File: src/rtl/chunked_adder.sv
// chunked_adder: multi-cycle adder. It computes {c_out, sum} = a + b + c_in
// and adds DIGIT bits per clock, starting with the least significant digit.
//
// Ports:
//   clk        rising-edge clock
//   rst        synchronous reset, active-high
//   in_valid   a, b and c_in are presented
//   in_ready   operands can be accepted (IDLE only)
//   a, b       WIDTH-bit operands
//   c_in       carry-in
//   out_valid  sum and c_out hold a completed result
//   out_ready  consumer takes the result
//   sum        registered WIDTH-bit result, modulo 2^WIDTH
//   c_out      registered carry-out of the full add
//   busy       high while an operation is in RUN or DONE
`timescale 1ns/1ps

module chunked_adder #(
   parameter int WIDTH = 8,
   parameter int DIGIT = 2
) (
   input  logic             clk,
   input  logic             rst,
   input  logic             in_valid,
   output logic             in_ready,
   input  logic [WIDTH-1:0] a,
   input  logic [WIDTH-1:0] b,
   input  logic             c_in,
   output logic             out_valid,
   input  logic             out_ready,
   output logic [WIDTH-1:0] sum,
   output logic             c_out,
   output logic             busy
);

   localparam int N  = (DIGIT > 0) ? WIDTH / DIGIT : 1;
   localparam int CW = (N > 1) ? $clog2(N) : 1;

   generate
      if (WIDTH < 1 || DIGIT < 1 || (WIDTH % DIGIT) != 0) begin : g_bad_params
         $error("chunked_adder: DIGIT (%0d) must be >= 1 and divide WIDTH (%0d)", DIGIT, WIDTH);
      end
   endgenerate

   typedef enum logic [1:0] {
      S_IDLE = 2'd0,
      S_RUN  = 2'd1,
      S_DONE = 2'd2
   } state_t;

   state_t           r_state;
   state_t           w_state_next;

   logic [WIDTH-1:0] r_a;
   logic [WIDTH-1:0] r_b;
   logic [WIDTH-1:0] r_work;
   logic [WIDTH-1:0] r_sum;
   logic             r_carry;
   logic             r_c_out;
   logic [CW-1:0]    r_cnt;

   logic [DIGIT-1:0] w_a_dig;
   logic [DIGIT-1:0] w_b_dig;
   logic [DIGIT:0]   w_dig_sum;
   logic [WIDTH-1:0] w_work_next;
   logic             w_last;

   assign w_last = (r_cnt == CW'(N - 1));

   // Digit slice selected by the counter, its add, and the working register
   // with that slice replaced. The loop keeps every part-select base constant.
   always_comb begin
      // NOTE: every signal gets a default before any conditional assignment,
      // so no path leaves it unassigned and no latch is inferred.
      w_a_dig     = '0;
      w_b_dig     = '0;
      for (int k = 0; k < N; k++) begin
         if (r_cnt == CW'(k)) begin
            w_a_dig = r_a[k*DIGIT +: DIGIT];
            w_b_dig = r_b[k*DIGIT +: DIGIT];
         end
      end
      w_dig_sum   = {1'b0, w_a_dig} + {1'b0, w_b_dig} + {{DIGIT{1'b0}}, r_carry};
      w_work_next = r_work;
      for (int k = 0; k < N; k++) begin
         if (r_cnt == CW'(k)) begin
            w_work_next[k*DIGIT +: DIGIT] = w_dig_sum[DIGIT-1:0];
         end
      end
   end

   // State register
   always_ff @(posedge clk) begin
      // NOTE: sequential state uses non-blocking assignments, so every
      // register samples values from before the edge, whatever the order.
      if (rst) begin
         r_state <= S_IDLE;
      end else begin
         r_state <= w_state_next;
      end
   end

   // Next-state logic
   always_comb begin
      w_state_next = r_state;
      case (r_state)
         S_IDLE:  if (in_valid)  w_state_next = S_RUN;
         S_RUN:   if (w_last)    w_state_next = S_DONE;
         S_DONE:  if (out_ready) w_state_next = S_IDLE;
         default:                w_state_next = S_IDLE;
      endcase
   end

   // Output logic. Every output is decoded from the registered state.
   always_comb begin
      in_ready  = (r_state == S_IDLE);
      busy      = (r_state == S_RUN) || (r_state == S_DONE);
      out_valid = (r_state == S_DONE);
   end

   // Datapath. The last RUN edge is also the DONE entry edge, so sum takes
   // the working value with the final digit already merged in.
   always_ff @(posedge clk) begin
      if (rst) begin
         r_a     <= '0;
         r_b     <= '0;
         r_work  <= '0;
         r_sum   <= '0;
         r_carry <= 1'b0;
         r_c_out <= 1'b0;
         r_cnt   <= '0;
      end else begin
         case (r_state)
            S_IDLE: begin
               if (in_valid) begin
                  r_a     <= a;
                  r_b     <= b;
                  r_carry <= c_in;
                  r_cnt   <= '0;
               end
            end
            S_RUN: begin
               r_work  <= w_work_next;
               r_carry <= w_dig_sum[DIGIT];
               if (w_last) begin
                  r_sum   <= w_work_next;
                  r_c_out <= w_dig_sum[DIGIT];
               end else begin
                  r_cnt   <= r_cnt + CW'(1);
               end
            end
            default: ;
         endcase
      end
   end

   assign sum   = r_sum;
   assign c_out = r_c_out;

endmodule

File: config.mk
export PLATFORM = sky130hd
export DESIGN_NAME = chunked_adder
export DESIGN_NICKNAME = d
export VERILOG_FILES = /design/src/rtl/chunked_adder.sv
export SDC_FILE = /design/constraint.sdc
export NUM_CORES = 1
export LEC_CHECK = 0
export ABC_AREA = 0
export CAP_MARGIN = 20
export CELL_PAD_IN_SITES_DETAIL_PLACEMENT = 1
export CELL_PAD_IN_SITES_GLOBAL_PLACEMENT = 2
export CORE_MARGIN = 2
export CORE_UTILIZATION = 29
export DETAILED_ROUTE_END_ITERATION = 16
export PLACE_DENSITY = 0.84
export SLEW_MARGIN = 30
export SYNTH_ARGS = -nofsm -noshare
export SYNTH_HDL_FRONTEND = slang
export SYNTH_SLANG_ARGS = --single-unit
File: constraint.sdc
create_clock -name clk -period 3.1 [get_ports clk]
set_input_delay 0.465 -clock clk [delete_from_list [all_inputs] [get_ports clk]]
set_output_delay 0.465 -clock clk [all_outputs]
set_load 0.1 [all_outputs]
==> flow_summary.json <==
{
  "outcome": "completed",
  "hold_start": "sum[0]$_SDFFE_PP0P_",
  "via_count": 1512,
  "syn_area_per_cell_sq_um": 7.97,
  "multi_input_area_sq_um": 857,
  "grt.overflow.total": 0,
  "rows": 27,
  "seq_area_sq_um": 721,
  "path_clk_slew_ns": 0.08,
  "clock_path_buffers": 2,
  "r2r_slack_ns": 0.32,
  "hpwlAfterDp_um": 2940,
  "cp.arrival_ns": 2.95,
  "cp-end-kind": "flip-flop",
  "layout-drive-gt1-share": 0.108,
  "finalNetCount": 269,
  "diodes": 0,
  "setup_viol": 0,
  "holdBufCountCts": 0,
  "reg2reg_from": "r_cnt[0]$_SDFFE_PP0P_",
  "cap_violations": 0,
  "syn_area_sq_um": 1700,
  "routed_wl_um": 4160,
  "io_buffers": 32,
  "power_density_nw_per_um2": 544,
  "synth.net_count": 243,
  "grt_max_degree": 24,
  "worstRegToRegCells": 10,
  "fin_crit_sh": 0.898,
  "wl_per_cell_um": 13.3,
  "finalWorstSetupSlack_ns": 0.315,
  "die_w_um": 80.5,
  "whs_path_depth": 2,
  "grt_pass1_wl_um": 7120,
  "leakage_nw": 0.774,
  "initial_core_util": 0.304,
  "synth-seq-cells": 36,
  "ys_warn_count": 0,
  "synth_cell_types": 31,
  "cp_max_fo": 16,
  "final_common_cell": "nand2_1",
  "avgViaCountPerCell": 4.85,
  "gp_congestion": 0.763,
  "min_period_ns": 2.78,
  "tightest_slew_ns": 0.569,
  "root_buffer": "clkbuf_8",
  "min_to": "sum[0]$_SDFFE_PP0P_",
  "worstPathRequired_ns": 3.26,
  "tritoncts": "built",
  "antenna_found_initial": 0,
  "cts_setup_buffers": 0,
  "htreeDepth": 2,
  "finClkSkew_ns": 0.00503,
  "die_area_sq_um": 6480,
  "start_kind": "flip-flop",
  "synthCells": 213,
  "core-area_sq_um": 5570,
  "cts_resized": 0,
  "path_class": "flip-flop to flip-flop",
  "rsz0062_at_grt": "false",
  "fin_setup_tns_ns": 0,
  "ir_drop_mv": 0.146,
  "drtIter0Drc": 66,
  "dp_slack_ns": 0.349,
  "worstHoldPathType": "flip-flop to flip-flop",
  "first_global_vias": 1479,
  "grt.total_usage": 0.143,
  "maxSlewViolCount": 0,
  "firstDrtPassIters": 4,
  "yosysSeqAreaShare": 0.425,
  "cts_made_buffers": 5,
  "io_pins": 33,
  "synthToLayoutAreaGrowth_pct": 26.6,
  "n_fill_cell": 682,
  "clkLatencyLatePin_ns": 0.29,
  "die_h_um": 80.5,
  "drc": 0,
  "hold_viol_final": 0,
  "ant_nets": 0,
  "most-common-layout-cells": "52 x nand2_1, 40 x a21oi_1, 36 x dfxtp_1",
  "rr_endpoint": "sum[3]$_SDFFE_PP0P_",
  "clock-sinks": 36,
  "fmax_ghz": 0.359,
  "slew_headroom": 0.620
}
==> metrics by stage <==
| stage | total power, mW | instance area (sq um) | utilization | hold slack (ns) | cells |
|---|---|---|---|---|---|
| 2_1_floorplan | 0.695 | 1700 | - | 0.436 | 213 |
| 3_3_place_gp | 0.763 | 2040 | 0.365 | 0.442 | 304 |
| 3_5_place_dp | 0.767 | 2040 | 0.365 | 0.450 | 304 |
| 4_1_cts | 1.19 | 2150 | 0.385 | 0.460 | 312 |
| 5_1_grt | 1.24 | 2150 | 0.385 | 0.489 | 312 |
| 6_report | 1.17 | 2150 | 0.385 | 0.454 | 312 |
==> state kept, by name (all words and copies together) (netlist names) <==
signal	flops
r_a	8
r_carry	1
r_b	8
r_state	2
r_work	6
c_out	1
sum	8
r_cnt	2
==> power by group <==
| group | leakage (nW) | internal (mW) | total, mW | switching [mW] |
|---|---|---|---|---|
| registers | 0.294 | 0.490 | 0.508 | 0.0177 |
| clock network | 0.0541 | 0.238 | 0.413 | 0.176 |
| logic | 0.426 | 0.0922 | 0.249 | 0.156 |
| total | 0.774 | 0.820 | 1.17 | 0.350 |
==> cell type report <==
cell class,count,share of cell area
inverters,11,0.0192
flip-flops and latches,36,0.335
clock inverters,3,0.0198
multi-input cells,148,0.399
repair buffers,37,0.153
clock buffers,5,0.0320
well taps,72,0.0419
==> logic make-up after synthesis <==
family,after synthesis,synth area share
compound gates,71,0.251
fa+ha+maj,9,0.0752
buf+inv,29,0.0701
flops,36,0.425
mux,1,0.00590
simple gates,67,0.173
==> worst max-delay path by stage <==
stage | startpoint | end | slack (ns) | depth (start not counted)
2_1_floorplan | r_cnt[0]$_SDFFE_PP0P_ | sum[1]$_SDFFE_PP0P_ | 0.52 | 11
3_3_place_gp | r_cnt[0]$_SDFFE_PP0P_ | sum[3]$_SDFFE_PP0P_ | 0.45 | 9
3_5_place_dp | r_cnt[0]$_SDFFE_PP0P_ | sum[3]$_SDFFE_PP0P_ | 0.35 | 9
4_1_cts | r_cnt[0]$_SDFFE_PP0P_ | sum[3]$_SDFFE_PP0P_ | 0.30 | 10
5_1_grt | r_cnt[0]$_SDFFE_PP0P_ | sum[1]$_SDFFE_PP0P_ | 0.11 | 10
6_report | r_cnt[0]$_SDFFE_PP0P_ | sum[3]$_SDFFE_PP0P_ | 0.32 | 10
==> synthesized netlist by cell type, drive strengths merged <==
| cell type | count | share of area |
|---|---|---|
| o22ai | 1 | 0.0037 |
| o21a | 2 | 0.0088 |
| a22oi | 4 | 0.018 |
| clkbuf | 15 | 0.033 |
| o211ai | 6 | 0.027 |
| a21o | 1 | 0.0044 |
| and2 | 2 | 0.0074 |
| inv | 11 | 0.024 |
| a31oi | 1 | 0.0037 |
| nand3b | 2 | 0.0088 |
| buf | 3 | 0.013 |
| o21ai | 5 | 0.015 |
| mux2i | 1 | 0.0059 |
| ha | 7 | 0.052 |
| nand2b | 1 | 0.0037 |
| a211oi | 2 | 0.0088 |
| nor2 | 1 | 0.0022 |
| o311ai | 1 | 0.0052 |
| a21oi | 40 | 0.12 |
| a311oi | 6 | 0.031 |
| nor2b | 3 | 0.011 |
| o31ai | 2 | 0.0088 |
| fa | 2 | 0.024 |
| nor3b | 1 | 0.0044 |
| dfxtp | 36 | 0.42 |
| nand3 | 1 | 0.0029 |
| nor3 | 2 | 0.0059 |
| or4b | 1 | 0.0059 |
| nand2 | 52 | 0.12 |
| or3b | 1 | 0.0052 |
==> routing by layer <==
metal  up-vias  track usage  routed length (um)
li1        781            -                   -
met1       697        0.182                2010
met2        30        0.231                1910
met3         4       0.0404                 202
met4         0       0.0458                  38
met5         -            0                   0
==> critical path, stage by stage (launching register included) <==
cell      delay [ns]
dfxtp_1         0.36
inv_1           0.10
ha_1            0.52
a21oi_1         0.08
o21ai_0         0.10
a22oi_1         0.11
fa_1            0.43
fa_1            0.67
nand2_1         0.09
o211ai_1        0.10
a21oi_1         0.09
(Power assumes the default switching activity.)
